## src/rtl/pcu_pkg.sv

```systemverilog
// Shared definitions for the program counter unit: mode codes and default widths.
package pcu_pkg;

  localparam int unsigned PCU_MODE_W = 3;
  localparam int unsigned PCU_ADDR_W = 8;

  // Codes 6 and 7 are reserved and decode as HOLD.
  typedef enum logic [PCU_MODE_W-1:0] {
    PCU_HOLD   = 3'd0,
    PCU_INC    = 3'd1,
    PCU_JUMP   = 3'd2,
    PCU_BRANCH = 3'd3,
    PCU_CALL   = 3'd4,
    PCU_RET    = 3'd5
  } pcu_mode_e;

endpackage

```

## src/rtl/pcu_ras.sv

```systemverilog
// Circular return-address stack. A push while full overwrites the oldest
// entry. A pop while empty leaves the state unchanged. Overflow and underflow
// are reported as one-cycle pulses.
module pcu_ras #(
  parameter int unsigned ADDR_W    = 8,
  parameter int unsigned RAS_DEPTH = 4
)(
  input  logic                               clock,
  input  logic                               reset,
  input  logic                               push,
  input  logic                               pop,
  input  logic [ADDR_W-1:0]                  push_data,
  output logic [ADDR_W-1:0]                  top,
  output logic [$clog2(RAS_DEPTH+1)-1:0]     count,
  output logic                               empty,
  output logic                               full,
  output logic                               overflow,
  output logic                               underflow
);

  localparam int unsigned CW    = $clog2(RAS_DEPTH+1);
  localparam int unsigned PTR_W = (RAS_DEPTH > 1) ? $clog2(RAS_DEPTH) : 1;
  localparam logic [PTR_W-1:0] LAST = PTR_W'(RAS_DEPTH-1);

  logic [ADDR_W-1:0] mem [RAS_DEPTH];
  logic [PTR_W-1:0]  ptr_q, ptr_inc, ptr_dec;   // ptr_q is the next free slot
  logic [CW-1:0]     count_q;

  assign ptr_inc = (ptr_q == LAST) ? '0 : ptr_q + PTR_W'(1);
  assign ptr_dec = (ptr_q == '0) ? LAST : ptr_q - PTR_W'(1);

  assign top   = mem[ptr_dec];
  assign count = count_q;
  assign empty = (count_q == '0);
  assign full  = (count_q == CW'(RAS_DEPTH));

  // Storage is not reset. Clearing the count is enough to discard the contents.
  always_ff @(posedge clock) begin
    if (!reset && push) mem[ptr_q] <= push_data;
  end

  // Update the pointer, the count and the pulse flags.
  always_ff @(posedge clock) begin
    if (reset) begin
      ptr_q     <= '0;
      count_q   <= '0;
      overflow  <= 1'b0;
      underflow <= 1'b0;
    end else begin
      overflow  <= push && full;
      underflow <= pop && empty;
      if (push) begin
        ptr_q <= ptr_inc;
        if (!full) count_q <= count_q + CW'(1);
      end else if (pop && !empty) begin
        ptr_q   <= ptr_dec;
        count_q <= count_q - CW'(1);
      end
    end
  end

endmodule

```

## src/rtl/program_counter_unit.sv

```systemverilog
// Program counter with hold/inc/jump/branch/call/return modes and a return-address stack.
// Define PCU_EXCEPTION_EN to add the exc_req input, the epc_out output and the EXC_VECTOR parameter.
module program_counter_unit
  import pcu_pkg::*;
#(
  parameter int unsigned        ADDR_W       = PCU_ADDR_W,
  parameter int unsigned        RAS_DEPTH    = 4,
  parameter logic [ADDR_W-1:0]  RESET_VECTOR = '0,
  parameter int unsigned        INC_STEP     = 1
`ifdef PCU_EXCEPTION_EN
  , parameter logic [ADDR_W-1:0] EXC_VECTOR  = ADDR_W'(8'hF0)
`endif
)(
  input  logic                            clock,
  input  logic                            reset,
  input  logic                            pc_write,
  input  logic [PCU_MODE_W-1:0]           mode,
  input  logic [ADDR_W-1:0]               target_in,
  input  logic [ADDR_W-1:0]               offset_in,
`ifdef PCU_EXCEPTION_EN
  input  logic                            exc_req,
  output logic [ADDR_W-1:0]               epc_out,
`endif
  output logic [ADDR_W-1:0]               pc_out,
  output logic [$clog2(RAS_DEPTH+1)-1:0]  ras_count,
  output logic                            ras_empty,
  output logic                            ras_full,
  output logic                            ras_overflow,
  output logic                            ras_underflow
);

  localparam logic [ADDR_W-1:0] STEP = ADDR_W'(INC_STEP);

  logic [ADDR_W-1:0] pc_q, pc_nxt, ras_top;
  logic              push, pop;

  assign pc_out = pc_q;

  pcu_ras #(.ADDR_W(ADDR_W), .RAS_DEPTH(RAS_DEPTH)) u_ras (
    .clock     (clock),
    .reset     (reset),
    .push      (push),
    .pop       (pop),
    .push_data (pc_q + STEP),
    .top       (ras_top),
    .count     (ras_count),
    .empty     (ras_empty),
    .full      (ras_full),
    .overflow  (ras_overflow),
    .underflow (ras_underflow)
  );

  // Select the next PC from the mode. Offsets are ADDR_W wide, so a plain add is a signed add modulo 2^ADDR_W.
  always_comb begin
    pc_nxt = pc_q;
    push   = 1'b0;
    pop    = 1'b0;
    if (pc_write) begin
      case (mode)
        PCU_INC:    pc_nxt = pc_q + STEP;
        PCU_JUMP:   pc_nxt = target_in;
        PCU_BRANCH: pc_nxt = pc_q + offset_in;
        PCU_CALL: begin
          push   = 1'b1;
          pc_nxt = target_in;
        end
        PCU_RET: begin
          pop    = 1'b1;
          pc_nxt = ras_empty ? pc_q + STEP : ras_top;
        end
        default: ;
      endcase
    end
`ifdef PCU_EXCEPTION_EN
    if (exc_req) begin
      push   = 1'b0;
      pop    = 1'b0;
      pc_nxt = EXC_VECTOR;
    end
`endif
  end

  // PC register.
  always_ff @(posedge clock) begin
    if (reset) pc_q <= RESET_VECTOR;
    else       pc_q <= pc_nxt;
  end

`ifdef PCU_EXCEPTION_EN
  // Save the interrupted PC when an exception is taken.
  always_ff @(posedge clock) begin
    if (reset)        epc_out <= '0;
    else if (exc_req) epc_out <= pc_q;
  end
`endif

endmodule

```

## config.mk

```make
export PLATFORM = sky130hd
export DESIGN_NAME = program_counter_unit
export DESIGN_NICKNAME = d
export VERILOG_FILES = /design/src/rtl/pcu_pkg.sv /design/src/rtl/pcu_ras.sv /design/src/rtl/program_counter_unit.sv
export SDC_FILE = /design/constraint.sdc
export NUM_CORES = 1
export LEC_CHECK = 0
export CAP_MARGIN = 10
export CORE_MARGIN = 1
export CORE_UTILIZATION = 55
export CTS_CLUSTER_SIZE = 28
export DETAILED_ROUTE_END_ITERATION = 10
export GPL_ROUTABILITY_DRIVEN = 0
export PLACE_DENSITY = 0.78
export SETUP_SLACK_MARGIN = 0.2
export SYNTH_ARGS = -nofsm -noshare
export SYNTH_HDL_FRONTEND = slang
export SYNTH_SLANG_ARGS = --single-unit
```

## constraint.sdc

```tcl
create_clock -name clock -period 3.55 [get_ports clock]
set_input_delay 0.71 -clock clock [delete_from_list [all_inputs] [get_ports clock]]
set_output_delay 0.71 -clock clock [all_outputs]
set_load 0.005 [all_outputs]
```

==> results of run 1 <==
==> metal layers <==
layer | vias up | GRT usage (%) | routed length [um]
li1 | 892 | - | -
met1 | 878 | 32.22 | 2289
met2 | 83 | 38.19 | 2550
met3 | 6 | 5.233 | 412
met4 | 0 | 5.442 | 65
met5 | - | 0 | 0
==> layout make-up <==
type,instances,area share [%]
clock buffer,5,2.307
clock inverter,3,0.9228
inverter,6,0.7550
multi-input combinational,153,38.97
sequential,47,42.28
tap,52,2.181
timing repair buffer,38,12.58
==> sequential cells by signal, summed over array words and instances, names as in the netlist <==
register,cells
u_ras.count,3
u_ras.mem,32
u_ras.overflow,1
u_ras.ptr_q,2
pc_out,8
u_ras.underflow,1
==> per-stage QoR <==
step	power, uW	worst slack [ns]
floorplan	749.1	1.253
CTS	1170	0.9135
finish	1163	0.8994
global placement	825.8	0.6600
detailed placement	829.1	0.5858
global route	1214	0.7655
==> cell families (layout without fill, tap and decap cells) <==
family	after synthesis	after routing	share of synthesized area, %
XOR/XNOR	12	12	4.234
adder cells (fa/ha/maj)	14	14	7.661
multiplexers	8	8	7.258
AND/OR/NAND/NOR	66	66	12.75
flip-flops	47	47	50.81
buffers and inverters	12	52	2.369
AO/OA/AOI/OAI	53	53	14.92
==> power by group through the flow <==
stage               clock network [uW]  logic, uW  registers (uW)
floorplan                            0        121             628
global placement                     0        195             631
detailed placement                   0        198             631
CTS                                351        200             619
global route                       373        220             621
finish                             344        201             619
==> worst register-to-register path: stages, from the launching register on <==
cell and delay, ns:
dfxtp_1 0.47, inv_1 0.11, ha_1 0.68, mux4_2 0.59, a221oi_1 0.32, a211oi_1 0.12
==> worst paths after layout <==
kind                                    start                          end  slack (ns)
setup / recovery                      mode[1]  u_ras.count[2]$_SDFFE_PP0P_        0.90
hold / removal         pc_out[7]$_SDFFE_PP0P_       pc_out[7]$_SDFFE_PP0P_        0.57
setup reg to reg  u_ras.ptr_q[0]$_SDFFE_PP0P_       pc_out[7]$_SDFFE_PP0P_        1.15
hold reg to reg        pc_out[7]$_SDFFE_PP0P_       pc_out[7]$_SDFFE_PP0P_        0.57
==> layout by cell type, fill, tap and decap left out, drive strengths merged, types with 9 or more instances in the layout <==
cell / count
o21ai: 10
dfxtp: 15
ha: 12
clkdlybuf4s50: 36
a211oi: 11
nor3: 9
edfxtp: 32
a21oi: 12
nor2: 24
nand2: 13
==> summary.md, run 1 <==
| Metric | Value |
|---|---|
| Multi-input gate area | between 1000 and 1500 sq um |
| DRC errors left | 0 |
| Vias in the first global route | 1815 |
| Die width | 69.18 um |
| Leak Pwr | 0.001053 uW |
| Fin cells | 304 |
| Max_slew headroom | 56.15% |
| Hold path depth | 2 |
| Max Freq | around 0.38 GHz |
| Cell taking the most area after synthesis | edfxtp_1 |
| Max-slew violation total from the final report | 0 |
| Synth warn | 0 |
| CTS Buf Count | 5 |
| Setup TNS Final | 0 ns |
| Buffers & Inverters on Critical Path | 2 |
| Reg clk slew, reported paths | 0.09 ns |
| Avg Inst Size Synth | approximately 12 sq um |
| Clk Latency, worst-skew pair | roughly 0.31 ns |
| I/O Pins | 37 |
| Worst path max stage delay | 0.47 ns |
| Nets | 287 |
| Routed via count | 1859 |
| Number of synthesized register bits | 47 |
| ANT nets after route | 0 |
| Initial core utilization | 57.01% |
| Clk root buf | clkbuf_8 |
| Slowest CP cell | clkdlybuf4s50_1 |
| Setup bufs post-CTS | 0 |
| Max-capacitance violation count | 0 |
| Design area | 2983 sq um |
| Req. time, crit path | between 3 and 4 ns |
| Clock share of power | between 20% and 30% |
| Post-layout util | about two thirds |
| Worst setup EP type | register |
| Clk_skew | 0.005885 ns |
| Seq pwr share | 53.2% |
| Fillcell total | 307 |
| Std cell rows | 24 |
| Final setup viols | 0 |
| Comb power frac | 17.2% |
| Final wirelength | 5318 um |
| Unrepaired setup endpoints after global routing | no |
| Worst-path cell chain | clkdlybuf4s50_1, nand3b_1, nor2_1, inv_1, fa_1, nor3_1, a21oi_1, or3_1, a21oi_1 |
| Longest Clk Path Bufs | 2 |
| CTS Hold Bufs | 0 |
| Mapped Nets | 248 |
| Area contributors post-synth | edfxtp_1 39%, dfxtp_1 12%, mux4_2 7.3%, ha_1 6.0%, nor2_1 3.6% |
| Grt ovf | 0 |
| Internal power | around 850 uW |
| Hold slack | 0.5696 ns |
| Average routed wire per standard cell | 17.49 um |
| Hold Path Class | reg -> reg |
| First-pass GRT wire length | 8838 um |
| Top-area cell type share of the netlist area | 38.71% |
| Initial DRC count | 168 |
| Die area | 4786 sq um |
| Share of cells above drive strength 1 | 7.937% |
| Crit path max fanout | 8 |
| Area Overhead vs Synth | 20.16% |
| Chip Height | 69.18 um |
| Cell family with most CP delay | simple AND/OR/NAND/NOR gates |
| Cell count after synthesis | 212 |
| Fin crit period | about 2.7 ns |
| Critical setup path kind | in -> reg |
| Core region area | ~4400 sq um |
| Worst path depth | 9 |
| CTS tree | built |
| Worst-case vdd ir drop | about 260 uV |
| Largest net degree at the start of global routing | 18 |
| GR Util All Layers | approximately a quarter |
| Top_reg_cell synth | edfxtp_1 |
| Post-DP HPWL | 3824 um |
| Share of the clock period used by the worst path | 74.66% |
| Reg2Reg Depth | 5 |
| Status | finished clean |
| Initial DRT Pass Iterations | 4 |
| Synth top cells by count | 32 x edfxtp_1, 24 x nor2_1, 15 x dfxtp_1, 13 x nand2_1, 12 x ha_1 |
| Switching share of power | 27.17% |
| DP Area | about 2900 sq um |
| Worst setup SP type | primary input |
| Synth Cell Area | approximately 2500 sq um |
| Cells after DPL | 296 |
| Post-synthesis cell type count | 39 |
| Crit path DAT | 2.90 ns |
| Worst-Margin Slew | 0.6564 ns |
| Number of synthesized flops with an enable pin | 32 |
| H-tree levels | 2 |
| Hold Fails Final Rpt | 0 |
| Input/output buffers | 36 |
| Net Sw Power | approximately 320 uW |
| Ys async rst share | 0% |
| Critical Path Most Common Cell | a21oi_1 |
| Most common cell in the netlist | edfxtp_1 |
| Reg area | 1261 sq um |
| Ant. Diodes | 0 |
| Via density | 6.115 |
| Post-synthesis sequential area ratio | 50.81% |
| PwrDens | around 390 nW/um^2 |
| Sink Count | 47 |
| Initial antenna violation count | 0 |
| Post_cts resized | 0 |
Note: power is estimated with default switching activity, not from simulation.
==> run 2, diff against run 1 <==
--- a/config.mk
+++ b/config.mk
@@ -7,11 +7,11 @@
 export LEC_CHECK = 0
 export CAP_MARGIN = 10
 export CORE_MARGIN = 1
-export CORE_UTILIZATION = 55
+export CORE_UTILIZATION = 49
 export CTS_CLUSTER_SIZE = 28
 export DETAILED_ROUTE_END_ITERATION = 10
 export GPL_ROUTABILITY_DRIVEN = 0
-export PLACE_DENSITY = 0.78
+export PLACE_DENSITY = 0.73
 export SETUP_SLACK_MARGIN = 0.2
 export SYNTH_ARGS = -nofsm -noshare
 export SYNTH_HDL_FRONTEND = slang
==> constraint.sdc (replaced) <==
create_clock -name clock -period 2.3 [get_ports clock]
set_input_delay 0.46 -clock clock [delete_from_list [all_inputs] [get_ports clock]]
set_output_delay 0.46 -clock clock [all_outputs]
set_load 0.005 [all_outputs]
==> run 2 against run 1 <==
Against the previous run: hold slack better by 0.016 ns; sequential share of layout area down 4.4 points; clock-buffer cell count unchanged; sequential power up 54%; cell count up 14%; setup slack worse by 0.60 ns; routed wire length up 5.8%; critical path type is now reg -> out; largest cell class unchanged; highest routed layer unchanged.
==> summary.md, run 2 (synthesis results as in run 1) <==
| Metric | Value |
|---|---|
| Vias in the first global route | 1885 (was 1815) |
| Crit path DAT | 1.54 ns (was 2.90 ns) |
| Net Sw Power | 484.0 uW (was 316.0 uW) |
| Initial DRC count | 148 (was 168) |
| Unrepaired setup endpoints after global routing | no (unchanged) |
| Commonest cells after routing, fill and taps aside | 35 x clkdlybuf4s50_1, 32 x edfxtp_1, 27 x buf_4, 23 x nor2_1, 15 x dfxtp_1 (was 36 x clkdlybuf4s50_1, 32 x edfxtp_1, 24 x nor2_1, 15 x dfxtp_1, 13 x nand2_1) |
| ANT nets after route | 0 (unchanged) |
| CTS Hold Bufs | 0 (unchanged) |
| Max Freq | 0.5009 GHz |
| Max-slew violation total from the final report | 0 (unchanged) |
| Worst setup EP type | output port (was register) |
| Grt met3 use | 4.420% (was 5.233%) |
| Worst setup SP type | register (was primary input) |
| Nets | 316 (was 287) |
| Seq pwr share | 52.2% (was 53.2%) |
| Initial core utilization | 51.87% (was 57.01%) |
| Max FFs per register | 32 (unchanged) |
| Hold Fails Final Rpt | 0 (unchanged) |
| Fin crit period | 1.996 ns |
| Comb power frac | 20.1% (was 17.2%) |
| Die width | 73.18 um (was 69.18 um) |
| Reg clk slew, reported paths | 0.09 ns (about the same) |
| Initial antenna violation count | 0 (unchanged) |
| Cells after DPL | 336 (was 296) |
| Final setup viols | 0 (unchanged) |
| Post-layout util | 69.65% (was 68.51%) |
| Crit path max fanout | 9 (was 8) |
| PwrDens | 547.6 nW/um^2 (was 390.0 nW/um^2) |
| Input/output buffers | 36 (unchanged) |
| Worst slack, placed | -0.2507 ns (was 0.5858 ns) |
| Share of cells above drive strength 1 | 22.06% (was 7.937%) |
| Longest Clk Path Bufs | 2 (unchanged) |
| Initial DRT Pass Iterations | 4 (unchanged) |
| Via density | 5.583 (was 6.115) |
| Hold Path Class | reg -> reg (unchanged) |
| Worst-Margin Slew | 0.4637 ns (was 0.6564 ns) |
| Layer with the highest usage | met2 (unchanged) |
| Switching share of power | 26.51% (was 27.17%) |
| Clock share of power | 27.7% (was 29.6%) |
| Clk root buf | clkbuf_8 (unchanged) |
| Fillcell total | 353 (was 307) |
| Max_slew headroom | 68.82% (was 56.15%) |
| Ant. Diodes | 0 (unchanged) |
| Core region area | 4786 sq um (was 4354 sq um) |
| Commonest non-fill, non-tap cell in the layout | clkdlybuf4s50_1 (unchanged) |
| I/O Pins | 37 (unchanged) |
| Critical setup path kind | reg -> out (was in -> reg) |
| Clk_skew | 0.009183 ns (was 0.005885 ns) |
| Worst-case vdd ir drop | 304.0 uV (was 255.8 uV) |
| Sink Count | 47 (unchanged) |
| Req. time, crit path | 1.84 ns (was 3.80 ns) |
| GRT met2 Usage | 38.17% (was 38.19%) |
| Largest Register | u_ras.mem (unchanged) |
| Max-capacitance violation count | 0 (unchanged) |
| CTS Buf Count | 5 (unchanged) |
| Average routed wire per standard cell | 16.17 um (was 17.49 um) |
| Share of the clock period used by the worst path | 86.80% |
| Largest net degree at the start of global routing | 17 (was 18) |
| Setup TNS Final | 0 ns (unchanged) |
| First-pass GRT wire length | 8907 um (was 8838 um) |
| Area Overhead vs Synth | 34.27% (was 20.16%) |
| Clk Latency, worst-skew pair | 0.30 ns (was 0.31 ns) |
| Post-DP HPWL | 4112 um (was 3824 um) |
| Final wirelength | 5626 um (was 5318 um) |
| Chip Height | 73.18 um (was 69.18 um) |
| DRC errors left | 0 (unchanged) |
| Die area | 5355 sq um (was 4786 sq um) |
| Setup WS post-layout | 0.3036 ns (was 0.8994 ns) |
| Routed via count | 1943 (was 1859) |
| CTS tree | built (unchanged) |
| Fin cells | 348 (was 304) |
| H-tree levels | 2 (unchanged) |
| Global-route met1 utilization | 29.86% (was 32.22%) |
| Grt ovf | 0 (unchanged) |
| Std cell rows | 25 (was 24) |
| Leak Pwr | 0.001223 uW (was 0.001053 uW) |
| Status | finished clean (unchanged) |
| GR Util All Layers | 22.57% (was 23.45%) |
| Internal power | 1341 uW (was 847.2 uW) |
## run 2: path summary, 6_finish.rpt
kind / start / endpoint / slack [ns] / cells after the start
setup / recovery: u_ras.count[0]$_SDFFE_PP0P_ / ras_full / 0.30 / 3
setup reg to reg: u_ras.ptr_q[1]$_SDFFE_PP0P_ / pc_out[7]$_SDFFE_PP0P_ / 0.34 / 5
hold reg to reg: pc_out[4]$_SDFFE_PP0P_ / pc_out[4]$_SDFFE_PP0P_ / 0.59 / 2
hold / removal: pc_out[4]$_SDFFE_PP0P_ / pc_out[4]$_SDFFE_PP0P_ / 0.59 / 2
## run 2: cell type report
| cell class | count | area [sq um] | area share [%] |
|---|---|---|---|
| Clock buffer | 5 | 68.82 | 2.065 |
| Clock inverter | 3 | 22.52 | 0.6757 |
| Inverter | 6 | 22.52 | 0.6757 |
| Multi-Input combinational cell | 153 | 1229 | 36.86 |
| Sequential cell | 47 | 1261 | 37.84 |
| Tap cell | 67 | 83.83 | 2.515 |
| Timing Repair Buffer | 67 | 645.6 | 19.37 |
## run 2: worst max-delay path, stage by stage (launching register included)
cell             delay (ns)
dfxtp_1                0.42
nor2_2                 0.15
and2_1                 0.17
clkdlybuf4s50_1        0.51
## run 2: metrics by stage
stage | hold slack [ns] | total power, uW | instance area [sq um]
2_1_floorplan | 0.4985 | 1156 | 2482
3_3_place_gp | 0.5410 | 1307 | 3143
3_5_place_dp | 0.5338 | 1312 | 3143
4_1_cts | 0.5553 | 1821 | 3257
5_1_grt | 0.5935 | 1907 | 3333
6_report | 0.5855 | 1825 | 3333
## run 2: per-layer routing
layer | vias up | part of all wire [%]
met1 | 959 | 45
met5 | - | 0
li1 | 943 | -
met3 | 4 | 3.9
met4 | 0 | 0.75
met2 | 37 | 50
## run 2: timing repair
action	CTS	global route
setup buffers	1	3
hold endpoints to repair	0	0
pin swaps	3	11
setup endpoints to repair	6	22
gates resized for setup	4	11
## run 2: power by group through the flow
stage / sequential (uW) / clock [uW] / combinational, uW
finish: 953 / 505 / 368
floorplan: 969 / 0 / 187
global placement: 971 / 0 / 336
detailed placement: 971 / 0 / 341
CTS: 951 / 518 / 351
global route: 957 / 547 / 404
==> run 3, diff against run 2 <==
--- a/config.mk
+++ b/config.mk
@@ -11,6 +11,8 @@
 export CTS_CLUSTER_SIZE = 28
 export DETAILED_ROUTE_END_ITERATION = 10
 export GPL_ROUTABILITY_DRIVEN = 0
+export GPL_TIMING_DRIVEN = 0
+export MAX_ROUTING_LAYER = met4
 export PLACE_DENSITY = 0.73
 export SETUP_SLACK_MARGIN = 0.2
 export SYNTH_ARGS = -nofsm -noshare
==> run 3 against run 2 <==
Against the previous run: clock-buffer cell count grew 1; non-clock buffer count shrank 19; critical path depth is 6 higher; setup slack got worse by 0.087 ns; routed wire length decreased by 2.7%; highest routed layer unchanged; first-iteration DRC count up 4.7%.
==> summary.md, run 3 (synthesis results as in run 1) <==
| Metric | Value |
|---|---|
| Clk root buf | clkbuf_8 (unchanged) |
| Setup TNS Final | 0 ns (unchanged) |
| Grt ovf | 0 (unchanged) |
| Hold Path Class | reg -> reg (unchanged) |
| Largest net degree at the start of global routing | 16 (was 17) |
| Chip Height | 73.18 um (unchanged) |
| ANT nets after route | 0 (unchanged) |
| Wl on met1 | 2448 um (was 2533 um) |
| Initial DRC count | 155 (was 148) |
| Reg clk slew, reported paths | 0.09 ns (about the same) |
| DRC errors left | 0 (unchanged) |
| Vias in the first global route | 1739 (was 1885) |
| Longest Clk Path Bufs | 2 (unchanged) |
| Largest Register | u_ras.mem (unchanged) |
| Input/output buffers | 36 (unchanged) |
| Tot Pwr | 1796 uW (was 1825 uW) |
| GR Util All Layers | 22.94% (was 22.57%) |
| Highest metal used | met4 (unchanged) |
| Worst-path cell chain | clkdlybuf4s50_1, buf_2, nor2_2, inv_2, fa_2, nor3_2, a21oi_1, or3_1, a21oi_1 (was nor2_2, and2_1, clkdlybuf4s50_1) |
| Worst-Margin Slew | 0.5953 ns (was 0.4637 ns) |
| Routed via count | 1865 (was 1943) |
| Worst setup EP type | register (was output port) |
| Fin cells | 329 (was 348) |
| Ant. Diodes | 0 (unchanged) |
| Setup WS post-layout | 0.2166 ns (was 0.3036 ns) |
| Beginning of the critical path | mode[0] (was u_ras.count[0]$_SDFFE_PP0P_) |
| R2R setup slack | 0.29 ns (was 0.34 ns) |
| Critical setup path kind | in -> reg (was reg -> out) |
| Worst hold path startpoint | u_ras.ptr_q[0]$_SDFFE_PP0P_ (was pc_out[4]$_SDFFE_PP0P_) |
| Critical Path Most Common Cell | a21oi_1 |
| Worst setup SP type | primary input (was register) |
| PwrDens | 574.8 nW/um^2 (was 547.6 nW/um^2) |
| Worst-case vdd ir drop | 315.8 uV (was 304.0 uV) |
| Post-DP HPWL | 3988 um (was 4112 um) |
| Std cell rows | 25 (unchanged) |
| Wire length on met2 | 2690 um (was 2828 um) |
| Hold Fails Final Rpt | 0 (unchanged) |
| Unrepaired setup endpoints after global routing | yes (was no) |
| Die area | 5355 sq um (unchanged) |
| Crit path max fanout | 10 (was 9) |
| Clk_skew | 0.005976 ns (was 0.009183 ns) |
| H-tree levels | 2 (unchanged) |
| Hold slack | 0.5244 ns (was 0.5855 ns) |
| Worst reg2reg path startpoint | u_ras.ptr_q[0]$_SDFFE_PP0P_ (was u_ras.ptr_q[1]$_SDFFE_PP0P_) |
| Initial core utilization | 51.87% (unchanged) |
| Max-capacitance violation count | 0 (unchanged) |
| Worst path max stage delay | 0.40 ns (was 0.51 ns) |
| Worst slack, placed | -0.4861 ns (was -0.2507 ns) |
| Share of the clock period used by the worst path | 90.58% (was 86.80%) |
| Final wirelength | 5474 um (was 5626 um) |
| CTS Hold Bufs | 0 (unchanged) |
| Req. time, crit path | 2.54 ns (was 1.84 ns) |
| Commonest cells after routing, fill and taps aside | 32 x clkdlybuf4s50_1, 32 x edfxtp_1, 22 x nor2_1, 13 x nand2_1, 13 x dfxtp_1 (was 35 x clkdlybuf4s50_1, 32 x edfxtp_1, 27 x buf_4, 23 x nor2_1, 15 x dfxtp_1) |
| Final setup viols | 0 (unchanged) |
| Average routed wire per standard cell | 16.64 um (was 16.17 um) |
| Nets | 297 (was 316) |
| Max Freq | 0.4800 GHz (was 0.5009 GHz) |
| First-pass GRT wire length | 8645 um (was 8907 um) |
| Max_slew headroom | 60.23% (was 68.82%) |
| I/O Pins | 37 (unchanged) |
| Die width | 73.18 um (unchanged) |
| Clk Latency, worst-skew pair | 0.31 ns (was 0.30 ns) |
| CTS Buf Count | 5 (unchanged) |
| Met3 WL post-DR | 273 um (was 221 um) |
| Leak Pwr | 0.001123 uW (was 0.001223 uW) |
| CTS tree | built (unchanged) |
| Status | finished clean (unchanged) |
| Crit path DAT | 2.32 ns (was 1.54 ns) |
| Fin crit period | 2.083 ns (was 1.996 ns) |
| Via density | 5.669 (was 5.583) |
| Max-slew violation total from the final report | 0 (unchanged) |
| Sink Count | 47 (unchanged) |
| Max FFs per register | 32 (unchanged) |
| Area Overhead vs Synth | 25.86% (was 34.27%) |
| Initial antenna violation count | 0 (unchanged) |
| Core region area | 4786 sq um (unchanged) |
| Slowest CP cell | clkdlybuf4s50_1 (unchanged) |
| Initial DRT Pass Iterations | 4 (unchanged) |
| Share of cells above drive strength 1 | 16.79% (was 22.06%) |
| Cells after DPL | 315 (was 336) |
==> run 3: per-stage QoR <==
| stage | area, sq um | utilization, % |
|---|---|---|
| 2_1_floorplan | 2482 | - |
| 3_3_place_gp | 2927 | 61.15 |
| 3_5_place_dp | 2927 | 61.15 |
| 4_1_cts | 3055 | 63.84 |
| 5_1_grt | 3124 | 65.28 |
| 6_report | 3124 | 65.28 |
==> run 3: routing by layer <==
metal	vias to the layer above	GRT usage [%]
met5	-	-
met4	0	5.882
met3	9	4.144
met2	56	36.73
met1	892	30.25
li1	908	-
==> run 3: cell type report <==
class | count | area (sq um)
well taps | 67 | 83.83
multi-input cells | 153 | 1215
clock buffers | 6 | 72.57
plain buffers | 6 | 45.04
repair buffers | 42 | 404.1
clock inverters | 2 | 17.52
flip-flops and latches | 47 | 1264
fillers | 383 | 1662
inverters | 6 | 22.52
==> run 3: critical path: cells and delay by family <==
| family | cells | cell delay (ns) |
|---|---|---|
| fa+ha+maj | 1 | 0.38 |
| compound gates | 2 | 0.21 |
| simple gates | 3 | 0.62 |
| buf+inv | 3 | 0.67 |
==> run 3: path summary, 6_finish.rpt <==
check,endpoint,depth (start not counted)
max reg2reg,pc_out[7]$_SDFFE_PP0P_,6
min reg2reg,u_ras.ptr_q[0]$_SDFFE_PP0P_,1
min,u_ras.ptr_q[0]$_SDFFE_PP0P_,1
max,u_ras.count[2]$_SDFFE_PP0P_,9
==> run 3: power by group <==
group | total, uW | switching [uW] | internal [uW]
Clock | 510 | 292 | 219
Sequential | 955 | 27.9 | 927
Combinational | 330 | 162 | 168
Total | 1800 | 481 | 1310
==> run 3: what timing repair did <==
action	CTS	global route
gates resized for setup	10	15
endpoints found under the setup margin	41	43
pin swaps	6	2
buffers inserted	3	3
endpoints found under the hold margin	0	0
